`config.mk`:
```
export PLATFORM = sky130hd
export DESIGN_NAME = alu_control_seq
export DESIGN_NICKNAME = d
export VERILOG_FILES = /design/src/rtl/alu_control_seq.sv
export SDC_FILE = /design/constraint.sdc
export NUM_CORES = 1
export LEC_CHECK = 0
export CAP_MARGIN = 25
export CORE_MARGIN = 2
export CORE_UTILIZATION = 33
export CTS_BUF_LIST = sky130_fd_sc_hd__clkbuf_8
export DETAILED_ROUTE_END_ITERATION = 12
export PLACE_DENSITY = 0.6
export SLEW_MARGIN = 20
export SYNTH_ARGS = -nofsm -noshare
export SYNTH_HDL_FRONTEND = slang
export SYNTH_SLANG_ARGS = --single-unit
```
`constraint.sdc`:
```
create_clock -name clk -period 2.7 [get_ports clk]
set_input_delay 0.54 -clock clk [delete_from_list [all_inputs] [get_ports clk]]
set_output_delay 0.54 -clock clk [all_outputs]
set_load 0.005 [all_outputs]
```
`src/rtl/alu_control_seq.sv`:
```
// Registered ALU control decoder with a built-in multiply/divide issue sequencer.
// Optional macro ALU_CTRL_SHIFT_EN adds sll/srl/sra decode for R-type functs.
module alu_control_seq #(
   parameter int CTRL_W    = 4,
   parameter int MD_CYCLES = 32
) (
   input  logic              clk,
   input  logic              rst,
   input  logic              in_valid,
   output logic              in_ready,
   input  logic [1:0]        ALU_op,
   input  logic [5:0]        funct,
   output logic              out_valid,
   output logic [CTRL_W-1:0] control_out,
   output logic              illegal,
   output logic              md_start,
   output logic [1:0]        md_op,
   output logic              md_busy
);

   localparam int CNT_W = $clog2(MD_CYCLES + 1);

   typedef enum logic {IDLE, MD_BUSY} state_t;

   state_t           r_state;
   logic [CNT_W-1:0] r_cnt;
   logic             r_out_valid;
   logic             r_illegal;
   logic [3:0]       r_ctrl;
   logic             r_md_start;
   logic [1:0]       r_md_op;

   state_t           w_state_nxt;
   logic [CNT_W-1:0] w_cnt_nxt;
   logic             w_out_valid_nxt;
   logic             w_illegal_nxt;
   logic [3:0]       w_ctrl_nxt;
   logic             w_md_start_nxt;
   logic [1:0]       w_md_op_nxt;

   logic [3:0]       w_code;
   logic             w_legal;
   logic             w_is_md;
   logic             w_accept;

   // Pure decode of the presented op; only consumed on an accept edge.
   always_comb begin
      w_code  = 4'b0010;
      w_legal = 1'b1;
      w_is_md = 1'b0;
      case (ALU_op)
         2'b00: w_code = 4'b0010;
         2'b01: w_code = 4'b0110;
         2'b11: w_code = 4'b0000;
         default: begin
            casez (funct)
               6'b100000, 6'b100001: w_code = 4'b0010;
               6'b100010, 6'b100011: w_code = 4'b0110;
               6'b100100:            w_code = 4'b0000;
               6'b100101:            w_code = 4'b0001;
               6'b100111:            w_code = 4'b1100;
               6'b101010, 6'b101011: w_code = 4'b0111;
               6'b0110??: begin
                  w_code  = 4'b1111;
                  w_is_md = 1'b1;
               end
`ifdef ALU_CTRL_SHIFT_EN
               6'b000000:            w_code = 4'b1000;
               6'b000010:            w_code = 4'b1001;
               6'b000011:            w_code = 4'b1010;
`endif
               default:              w_legal = 1'b0;
            endcase
         end
      endcase
   end

   assign w_accept = in_valid && (r_state == IDLE);

   always_comb begin
      w_state_nxt     = r_state;
      w_cnt_nxt       = r_cnt;
      w_ctrl_nxt      = r_ctrl;
      w_md_op_nxt     = r_md_op;
      w_md_start_nxt  = 1'b0;
      w_out_valid_nxt = w_accept;
      w_illegal_nxt   = w_accept && !w_legal;
      case (r_state)
         IDLE: begin
            if (w_accept) begin
               // Illegal functs report but leave the control word untouched.
               if (w_legal) w_ctrl_nxt = w_code;
               if (w_is_md) begin
                  w_md_start_nxt = 1'b1;
                  w_md_op_nxt    = funct[1:0];
                  w_cnt_nxt      = CNT_W'(MD_CYCLES - 1);
                  w_state_nxt    = MD_BUSY;
               end
            end
         end
         MD_BUSY: begin
            if (r_cnt == '0) w_state_nxt = IDLE;
            else             w_cnt_nxt   = r_cnt - 1'b1;
         end
         default: w_state_nxt = IDLE;
      endcase
   end

   always_ff @(posedge clk) begin
      if (rst) begin
         r_state     <= IDLE;
         r_cnt       <= '0;
         r_out_valid <= 1'b0;
         r_illegal   <= 1'b0;
         r_ctrl      <= 4'b0010;
         r_md_start  <= 1'b0;
         r_md_op     <= 2'b00;
      end else begin
         r_state     <= w_state_nxt;
         r_cnt       <= w_cnt_nxt;
         r_out_valid <= w_out_valid_nxt;
         r_illegal   <= w_illegal_nxt;
         r_ctrl      <= w_ctrl_nxt;
         r_md_start  <= w_md_start_nxt;
         r_md_op     <= w_md_op_nxt;
      end
   end

   assign md_busy     = (r_state == MD_BUSY);
   assign in_ready    = !md_busy;
   assign out_valid   = r_out_valid;
   assign illegal     = r_illegal;
   assign control_out = CTRL_W'(r_ctrl);
   assign md_start    = r_md_start;
   assign md_op       = r_md_op;

endmodule

```
==> run_results.csv, run 1 <==
group,metric,value,unit
run_status,status,"complete, no violations",
global_routing,grt_pass1_vias,679,
power,vdd_drop_max,0.0002384,V
drt,routed_wl,1707,um
min_path,hold_class,"reg -> reg",
placement,place_inst,145,
layout,finalNonFillerCells,149,
setup_path,crit_path_start_kind,"primary input",
clock_tree,root_buffer,"clkbuf_8",
layout,n_antenna_cell,0,
yosys,postSynthCellCount,95,
yosys,synth_fp_nets,107,
yosys,ys_top_cells_by_area,"dfxtp_1, nand2_1, inv_1",
yosys,synth_top_area_share,38.55,%
setup_path,required,2850,ps
placement,io_buffers,21,
timing,finalWorstSetupSlack,674.0,ps
power,switching_share,20.86,%
timing,whs,463.0,ps
power,p_total,0.5093,mW
clock_tree,cts_inserted_buffers,3,
drt,drt_iter0_markers,19,
yosys,syn_area_per_cell,8.745,um2
setup_path,cp-end-kind,"flip-flop",
floorplan,rows,18,
drt,first_pass_iters,2,
setup_path,worstReg2RegEnd,"r_cnt[2]",
timing,fin_crit_sh,75.04,%
power,p_sw,0.1062,mW
yosys,syn_area,830.8,um2
yosys,synth_warnings,0,
drt,wl_per_cell,11.46,um
timing,period_needed,2026,ps
setup_path,crit_type,"in -> reg",
layout,num-nets-final,132,
setup_path,crit_path_start,"in_valid",
clock_tree,clk_pin_slew,60,ps
setup_path,critical_path.slowest_cell,"nor2b_1",
placement,placed_area,0.001075,mm2
clock_tree,tritoncts,"done",
yosys,ys_ff_latch,16,
power,p_seq_share,47.7,%
timing,grt_setup_unrepaired,"false",
global_routing,grtUsageTotal,13.43,%
drt,drtAntennaViolNets,0,
timing,tightest_slew,601.4,ps
timing,finalMaxSlewViolations,0,
setup_path,r2r_start,"md_busy",
layout,drive_gt1_share,11.76,%
floorplan,core,0.002432,mm2
global_routing,grt_max_degree,13,
power,power_density,450.7,mW/mm2
flow_run,maxCapViolations,0,
floorplan,die_x,54.18,um
setup_path,rrSetupSlack,1080,ps
drt,post-route-drc-count,0,
placement,dp_slack,438.3,ps
clock_tree,cts_resized,0,
clock_tree,clockBufferDepth,2,
placement,dp_hpwl,1398,um
clock_tree,h-tree-depth,1,
timing,setup_violations,0,
global_routing,grt_antenna_before_repair,0,
drt,vias_per_cell,5.007,
floorplan,initial_core_util,34.16,%
timing,tns,0,ps
power,clockPowerShare,40.4,%
floorplan,die_area,0.002935,mm2
timing,finClkSkew,1.113,ps
clock_tree,clock_latency,240,ps
power,internal_power,0.4030,mW
timing,hold_viol,0,
layout,final_area,0.001130,mm2
yosys,yosysUniqueCellTypes,38,
global_routing,grt_overflow,0,
setup_path,crit_chain,"clkdlybuf4s50_1 -> nor2b_1 -> and3_4 -> nor2_2 -> o41ai_2",
drt,dr_total_vias,746,
setup_path,worst-r2r-cell-count,4,
setup_path,cp_slowest_stage_delay,500,ps
layout,fin_util,46.45,%
setup_path,arrival,2170,ps
floorplan,die_y,54.18,um
setup_path,endpoint,"r_cnt[2]",
yosys,synth_area_leader_cell,"dfxtp_1",
layout,area_growth,35.99,%
clock_tree,postCtsHoldBufs,0,
placement,gp_congestion,0.7627,
clock_tree,post-cts-setup-buffer-count,0,
power,p_leak,0.4105,nW
global_routing,grt_pass1_wl,2856,um
setup_path,worstPathMaxFanout,10,
floorplan,io_pins,22,
timing,timing.fmax,0.4936,GHz
power,comb_power_share,11.9,%
clock_tree,clock-sinks,16,
yosys,ys_seq_area_share,38.55,%
timing,max_slew_margin,59.83,%
sequential cells by signal, summed over array words and instances (netlist names):
name / count
control_out: 4
illegal: 1
r_cnt: 6
md_start: 1
md_busy: 1
out_valid: 1
md_op: 2
power by group through the flow:
stage | registers (mW) | clock network (mW) | logic, mW
after floorplan | 0.248 | 0 | 0.0280
after global placement | 0.248 | 0 | 0.0609
after detailed placement | 0.248 | 0 | 0.0607
after CTS | 0.243 | 0.210 | 0.0610
after global routing | 0.243 | 0.228 | 0.0665
final | 0.243 | 0.206 | 0.0607
layer usage:
layer,global-route usage [%],vias up,wire length [um]
li1,-,392,-
met1,16.75,339,803
met2,22.09,15,831
met3,3.333,0,72
met4,5.000,0,0
met5,0,-,0
worst max-delay path, delay by kind of cell:
kind	cells	cell delay, ps
simple gates	3	900
buf+inv	1	460
compound gates	1	270
Yosys cell counts:
cell,number
a211oi_1,1
and4bb_2,2
ha_1,1
nor2_2,1
o31a_1,1
o21ai_0,2
a2111oi_1,1
dfxtp_1,16
o41ai_2,1
nor3b_1,1
nor2_1,7
o32ai_1,1
a41o_1,1
nor3_1,3
nand2_1,10
and4bb_4,1
buf_4,1
clkbuf_1,1
o22ai_1,2
nand3b_1,1
mux2i_1,2
nor2b_1,3
and3_4,1
a211o_1,1
a22o_1,1
and2b_2,1
a311oi_1,1
a21oi_1,6
a31oi_1,4
nand4b_1,1
inv_1,9
a31oi_4,1
nand2b_1,3
a21o_1,1
o21ai_1,1
nand3_1,2
and2_1,1
o31a_2,1
worst min-delay path by stage:
stage / cells after the start / startpoint / slack [ps] / endpoint
finish: 2 / md_op[1] / 460 / md_op[1]
floorplan: 2 / md_op[0] / 450 / md_op[0]
global route: 2 / md_op[1] / 500 / md_op[1]
global placement: 2 / md_op[0] / 450 / md_op[0]
detailed placement: 2 / md_op[0] / 460 / md_op[0]
CTS: 2 / md_op[1] / 470 / md_op[1]
cells by family (layout without fill, tap and decap cells):
logic type / after synthesis / after routing / synth area share (%)
compound gates: 27 / 27 / 25.15
fa+ha+maj: 1 / 1 / 1.506
buf+inv: 11 / 35 / 5.421
flops: 16 / 16 / 38.55
mux: 2 / 2 / 2.410
simple gates: 38 / 38 / 26.96
cell type report:
type | count | area [um2]
Inverter | 9 | 33.78
Fill cell | 252 | 1303
Timing Repair Buffer | 22 | 217.7
Tap cell | 30 | 37.54
Sequential cell | 16 | 320.3
Clock buffer | 4 | 55.05
Multi-Input combinational cell | 68 | 465.4
placed cells by master (no fill, tap or decap), types with 2 or more instances in the layout:
master,synthesis,final
nor3_1,3,3
a21oi_1,6,6
nand2b_1,3,3
nor2b_1,3,3
nand3_1,2,2
a31oi_1,4,4
mux2i_1,2,2
dfxtp_1,16,16
o22ai_1,2,2
nor2_1,7,7
o21ai_0,2,2
and4bb_2,2,2
nand2_1,10,10
inv_1,9,9
clkbuf_8,0,4
clkdlybuf4s50_1,0,21
Power figures use the tool's default switching activity.
==> run 2, diff against run 1 <==
==> constraint.sdc (replaced) <==
create_clock -name clk -period 1.9 [get_ports clk]
set_input_delay 0.38 -clock clk [delete_from_list [all_inputs] [get_ports clk]]
set_output_delay 0.38 -clock clk [all_outputs]
set_load 0.005 [all_outputs]
==> run_results.csv, run 2 (same netlist as run 1, synthesis figures left out) <==
group,metric,value,unit
drt,wl_per_cell,11.66,um
clock_tree,cts_inserted_buffers,3,
clock_tree,clock-sinks,16,
global_routing,grt_overflow,0,
layout,num-nets-final,137,
drt,routed_wl,1784,um
layout,area_growth,38.86,%
layout,final_common_cell,"clkdlybuf4s50_1",
timing,fin_crit_sh,86.15,%
placement,io_buffers,21,
timing,setup_violations,0,
floorplan,die_area,0.002935,mm2
timing,period_needed,1637,ps
power,vdd_drop_max,0.0003260,V
layout,drive_gt1_share,14.63,%
setup_path,crit_type,"in -> reg",
clock_tree,h-tree-depth,1,
clock_tree,clk_pin_slew,60,ps
layout,final_area,0.001154,mm2
setup_path,crit_path_start_kind,"primary input",
layout,mostFrequentLayoutCells,"clkdlybuf4s50_1, dfxtp_1, nand2_1",
global_routing,grt_antenna_before_repair,0,
clock_tree,clockBufferDepth,2,
placement,placed_area,0.001112,mm2
global_routing,grt_use_met3,3.333,%
layout,fin_util,47.43,%
power,p_leak,0.4266,nW
flow_run,maxCapViolations,0,
global_routing,grt_max_degree,13,
drt,first_pass_iters,4,
floorplan,core,0.002432,mm2
run_status,status,"complete, no violations",
global_routing,top_usage_layer,"met2",
timing,finClkSkew,1.163,ps
floorplan,die_x,54.18,um
timing,timing.fmax,0.6109,GHz
timing,finalMaxSlewViolations,0,
layout,n_antenna_cell,0,
drt,post-route-drc-count,0,
clock_tree,postCtsHoldBufs,0,
drt,dr_total_vias,779,
clock_tree,clock_latency,240,ps
floorplan,io_pins,22,
clock_tree,cts_resized,0,
layout,largest_reg_flops,6,
clock_tree,post-cts-setup-buffer-count,0,
setup_path,worstPathMaxFanout,6,
setup_path,arrival,1760,ps
drt,drt_iter0_markers,5,
floorplan,initial_core_util,34.16,%
global_routing,grtUsageTotal,13.74,%
global_routing,grt_pass1_vias,684,
floorplan,die_y,54.18,um
layout,regMostFlops,"r_cnt",
global_routing,met2_usage,22.09,%
floorplan,rows,18,
global_routing,grtUsageMet1,17.71,%
setup_path,required,2030,ps
drt,drtAntennaViolNets,0,
power,power_density,595.1,mW/mm2
timing,tightest_slew,334.4,ps
setup_path,r2r_start,"r_cnt[0]",
global_routing,grt_pass1_wl,2884,um
setup_path,cp-end-kind,"flip-flop",
timing,whs,454.3,ps
clock_tree,root_buffer,"clkbuf_8",
setup_path,crit_path_start,"funct[1]",
clock_tree,tritoncts,"done",
timing,hold_viol,0,
placement,gp_congestion,0.7218,
min_path,hold_class,"reg -> reg",
timing,finalWorstSetupSlack,263.1,ps
drt,vias_per_cell,5.092,
placement,dp_hpwl,1422,um
timing,tns,0,ps
min_path,min_from,"md_op[0]",
timing,max_slew_margin,77.66,%
placement,dp_slack,-12.66,ps
timing,grt_setup_unrepaired,"false",
[run 2: layer usage]
metal | routed length (um) | part of all wire [%]
met5 | 0 | 0
met2 | 814 | 46
met1 | 848 | 48
met4 | 27 | 1.5
met3 | 94 | 5.3
[run 2: stage by stage]
stage / std cells / total power, mW
after floorplan: 95 / 0.3928
after global placement: 150 / 0.4451
after detailed placement: 150 / 0.4459
after CTS: 153 / 0.6972
after global routing: 153 / 0.7200
final: 153 / 0.6865
[run 2: where the power goes]
group	total [mW]	switching, mW	internal, mW
sequential	0.345	0.00377	0.342
combinational	0.0928	0.0398	0.0530
clock	0.248	0.108	0.140
total	0.687	0.151	0.535
[run 2: area by class of cell]
type                       instances  area (um2)
inverter                           9       33.78
clock buffer                       3       41.29
multi-input combinational         68       465.4
tap                               30       37.54
sequential                        16       320.3
fill                             242        1279
timing repair buffer              27       255.2
[run 2: critical path, stage by stage]
cell and delay [ps]:
clkdlybuf4s50_1 570, nand2b_1 100, a22o_1 220, a2111oi_1 390, o21ai_1 110
[run 2: final timing paths]
check,end,slack (ps),cells after the start
min reg2reg,md_op[0],450,2
max reg2reg,r_cnt[4],520,6
max,control_out[1],260,5
min,md_op[0],450,2
==> run 3, diff against run 2 <==
--- a/config.mk
+++ b/config.mk
@@ -7,10 +7,10 @@
 export LEC_CHECK = 0
 export CAP_MARGIN = 25
 export CORE_MARGIN = 2
-export CORE_UTILIZATION = 33
+export CORE_UTILIZATION = 30
 export CTS_BUF_LIST = sky130_fd_sc_hd__clkbuf_8
 export DETAILED_ROUTE_END_ITERATION = 12
-export PLACE_DENSITY = 0.6
+export PLACE_DENSITY = 0.56
 export SLEW_MARGIN = 20
 export SYNTH_ARGS = -nofsm -noshare
 export SYNTH_HDL_FRONTEND = slang
==> run_results.csv, run 3 (same netlist as run 1, synthesis figures left out) <==
group,metric,value,unit
min_path,hold_class,"reg -> reg",
clock_tree,h-tree-depth,1,
setup_path,worst-r2r-cell-count,6,
power,power_density,625.7,mW/mm2
global_routing,grt_pass1_wl,3174,um
power,p_total,0.7312,mW
drt,post-route-drc-count,0,
layout,largest_reg_flops,6,
layout,final_common_cell,"clkdlybuf4s50_1",
clock_tree,postCtsHoldBufs,0,
drt,dr_total_vias,805,
timing,whs,466.8,ps
global_routing,grtUsageTotal,12.57,%
min_path,min_from,"md_op[0]",
flow_run,maxCapViolations,0,
setup_path,rrSetupSlack,540,ps
drt,routed_wl,1844,um
timing,finalWorstSetupSlack,223.7,ps
timing,tns,0,ps
setup_path,required,2020,ps
global_routing,grt_overflow,0,
placement,dp_slack,-46.30,ps
clock_tree,cts_inserted_buffers,3,
setup_path,r2r_start,"r_cnt[0]",
timing,finalMaxSlewViolations,0,
drt,wl_per_cell,11.90,um
clock_tree,clockBufferDepth,2,
layout,mostFrequentLayoutCells,"clkdlybuf4s50_1, dfxtp_1, nand2_1",
setup_path,worstReg2RegEnd,"r_cnt[4]",
placement,gp_congestion,0.7553,
timing,hold_viol,0,
setup_path,cp_slowest_stage_delay,560,ps
drt,drt_iter0_markers,8,
timing,period_needed,1676,ps
timing,fin_crit_sh,88.23,%
floorplan,io_pins,22,
drt,first_pass_iters,4,
clock_tree,tritoncts,"done",
floorplan,die_y,56.63,um
timing,timing.fmax,0.5966,GHz
setup_path,crit_path_start,"funct[1]",
global_routing,grt_max_degree,14,
clock_tree,clock_latency,240,ps
clock_tree,post-cts-setup-buffer-count,0,
power,vdd_drop_max,0.0003393,V
placement,dp_hpwl,1475,um
clock_tree,clk_pin_slew,60,ps
placement,io_buffers,21,
setup_path,crit_type,"in -> reg",
setup_path,cp-end-kind,"flip-flop",
layout,regMostFlops,"r_cnt",
layout,final_area,0.001169,mm2
power,p_leak,0.4338,nW
clock_tree,cts_resized,0,
layout,drive_gt1_share,15.32,%
floorplan,die_x,56.63,um
layout,n_antenna_cell,0,
timing,grt_setup_unrepaired,"false",
timing,setup_violations,0,
drt,vias_per_cell,5.194,
floorplan,die_area,0.003206,mm2
setup_path,worstPathMaxFanout,5,
layout,area_growth,40.66,%
min_path,min_path_cells,2,
setup_path,crit_path_start_kind,"primary input",
floorplan,initial_core_util,30.93,%
setup_path,critical_path.slowest_cell,"clkdlybuf4s50_1",
global_routing,grt_pass1_vias,784,
layout,num-nets-final,137,
setup_path,arrival,1800,ps
drt,drtAntennaViolNets,0,
setup_path,crit_chain,"clkdlybuf4s50_1 -> nand2b_1 -> a22o_1 -> a2111oi_1 -> o21ai_1",
floorplan,rows,19,
placement,placed_area,0.001114,mm2
clock_tree,root_buffer,"clkbuf_8",
timing,finClkSkew,3.438,ps
run_status,status,"complete, no violations",
timing,tightest_slew,337.3,ps
timing,max_slew_margin,77.46,%
global_routing,grt_antenna_before_repair,0,
setup_path,endpoint,"control_out[1]",
clock_tree,clock-sinks,16,
floorplan,core,0.002686,mm2
==> run 3: area by class of cell <==
| cell class | count | area [um2] |
|---|---|---|
| Timing Repair Buffer | 27 | 255.2 |
| Tap cell | 31 | 38.79 |
| Multi-Input combinational cell | 68 | 465.4 |
| Fill cell | 284 | 1518 |
| Inverter | 9 | 33.78 |
| Clock buffer | 4 | 55.05 |
| Sequential cell | 16 | 320.3 |
==> run 3: worst max-delay path: cells and delay by family <==
kind	cells	cell delay, ps
AOI/OAI and AO/OA	3	760
and+or+nand+nor	1	110
buffers and inverters	1	560
==> run 3: metrics by stage <==
step	std cells	util, %
6_report	155	43.50
5_1_grt	155	43.50
4_1_cts	155	43.50
3_5_place_dp	151	41.45
3_3_place_gp	151	41.45
2_1_floorplan	95	-
==> run 3: where the power goes <==
| group | switching [mW] | internal [mW] |
|---|---|---|
| sequential | 0.00390 | 0.342 |
| combinational | 0.0408 | 0.0530 |
| clock | 0.108 | 0.183 |
==> run 3: worst min path at each step <==
stage and to:
2_1_floorplan control_out[2], 3_3_place_gp md_op[0], 3_5_place_dp md_op[1], 4_1_cts md_op[0], 5_1_grt md_op[1], 6_report md_op[0]
==> run 3: layer usage <==
metal	part of all wire, %	global-route usage, %
met1	48	16.12
met2	47	19.27
met3	4.0	2.535
met4	1.3	7.483
met5	0	0
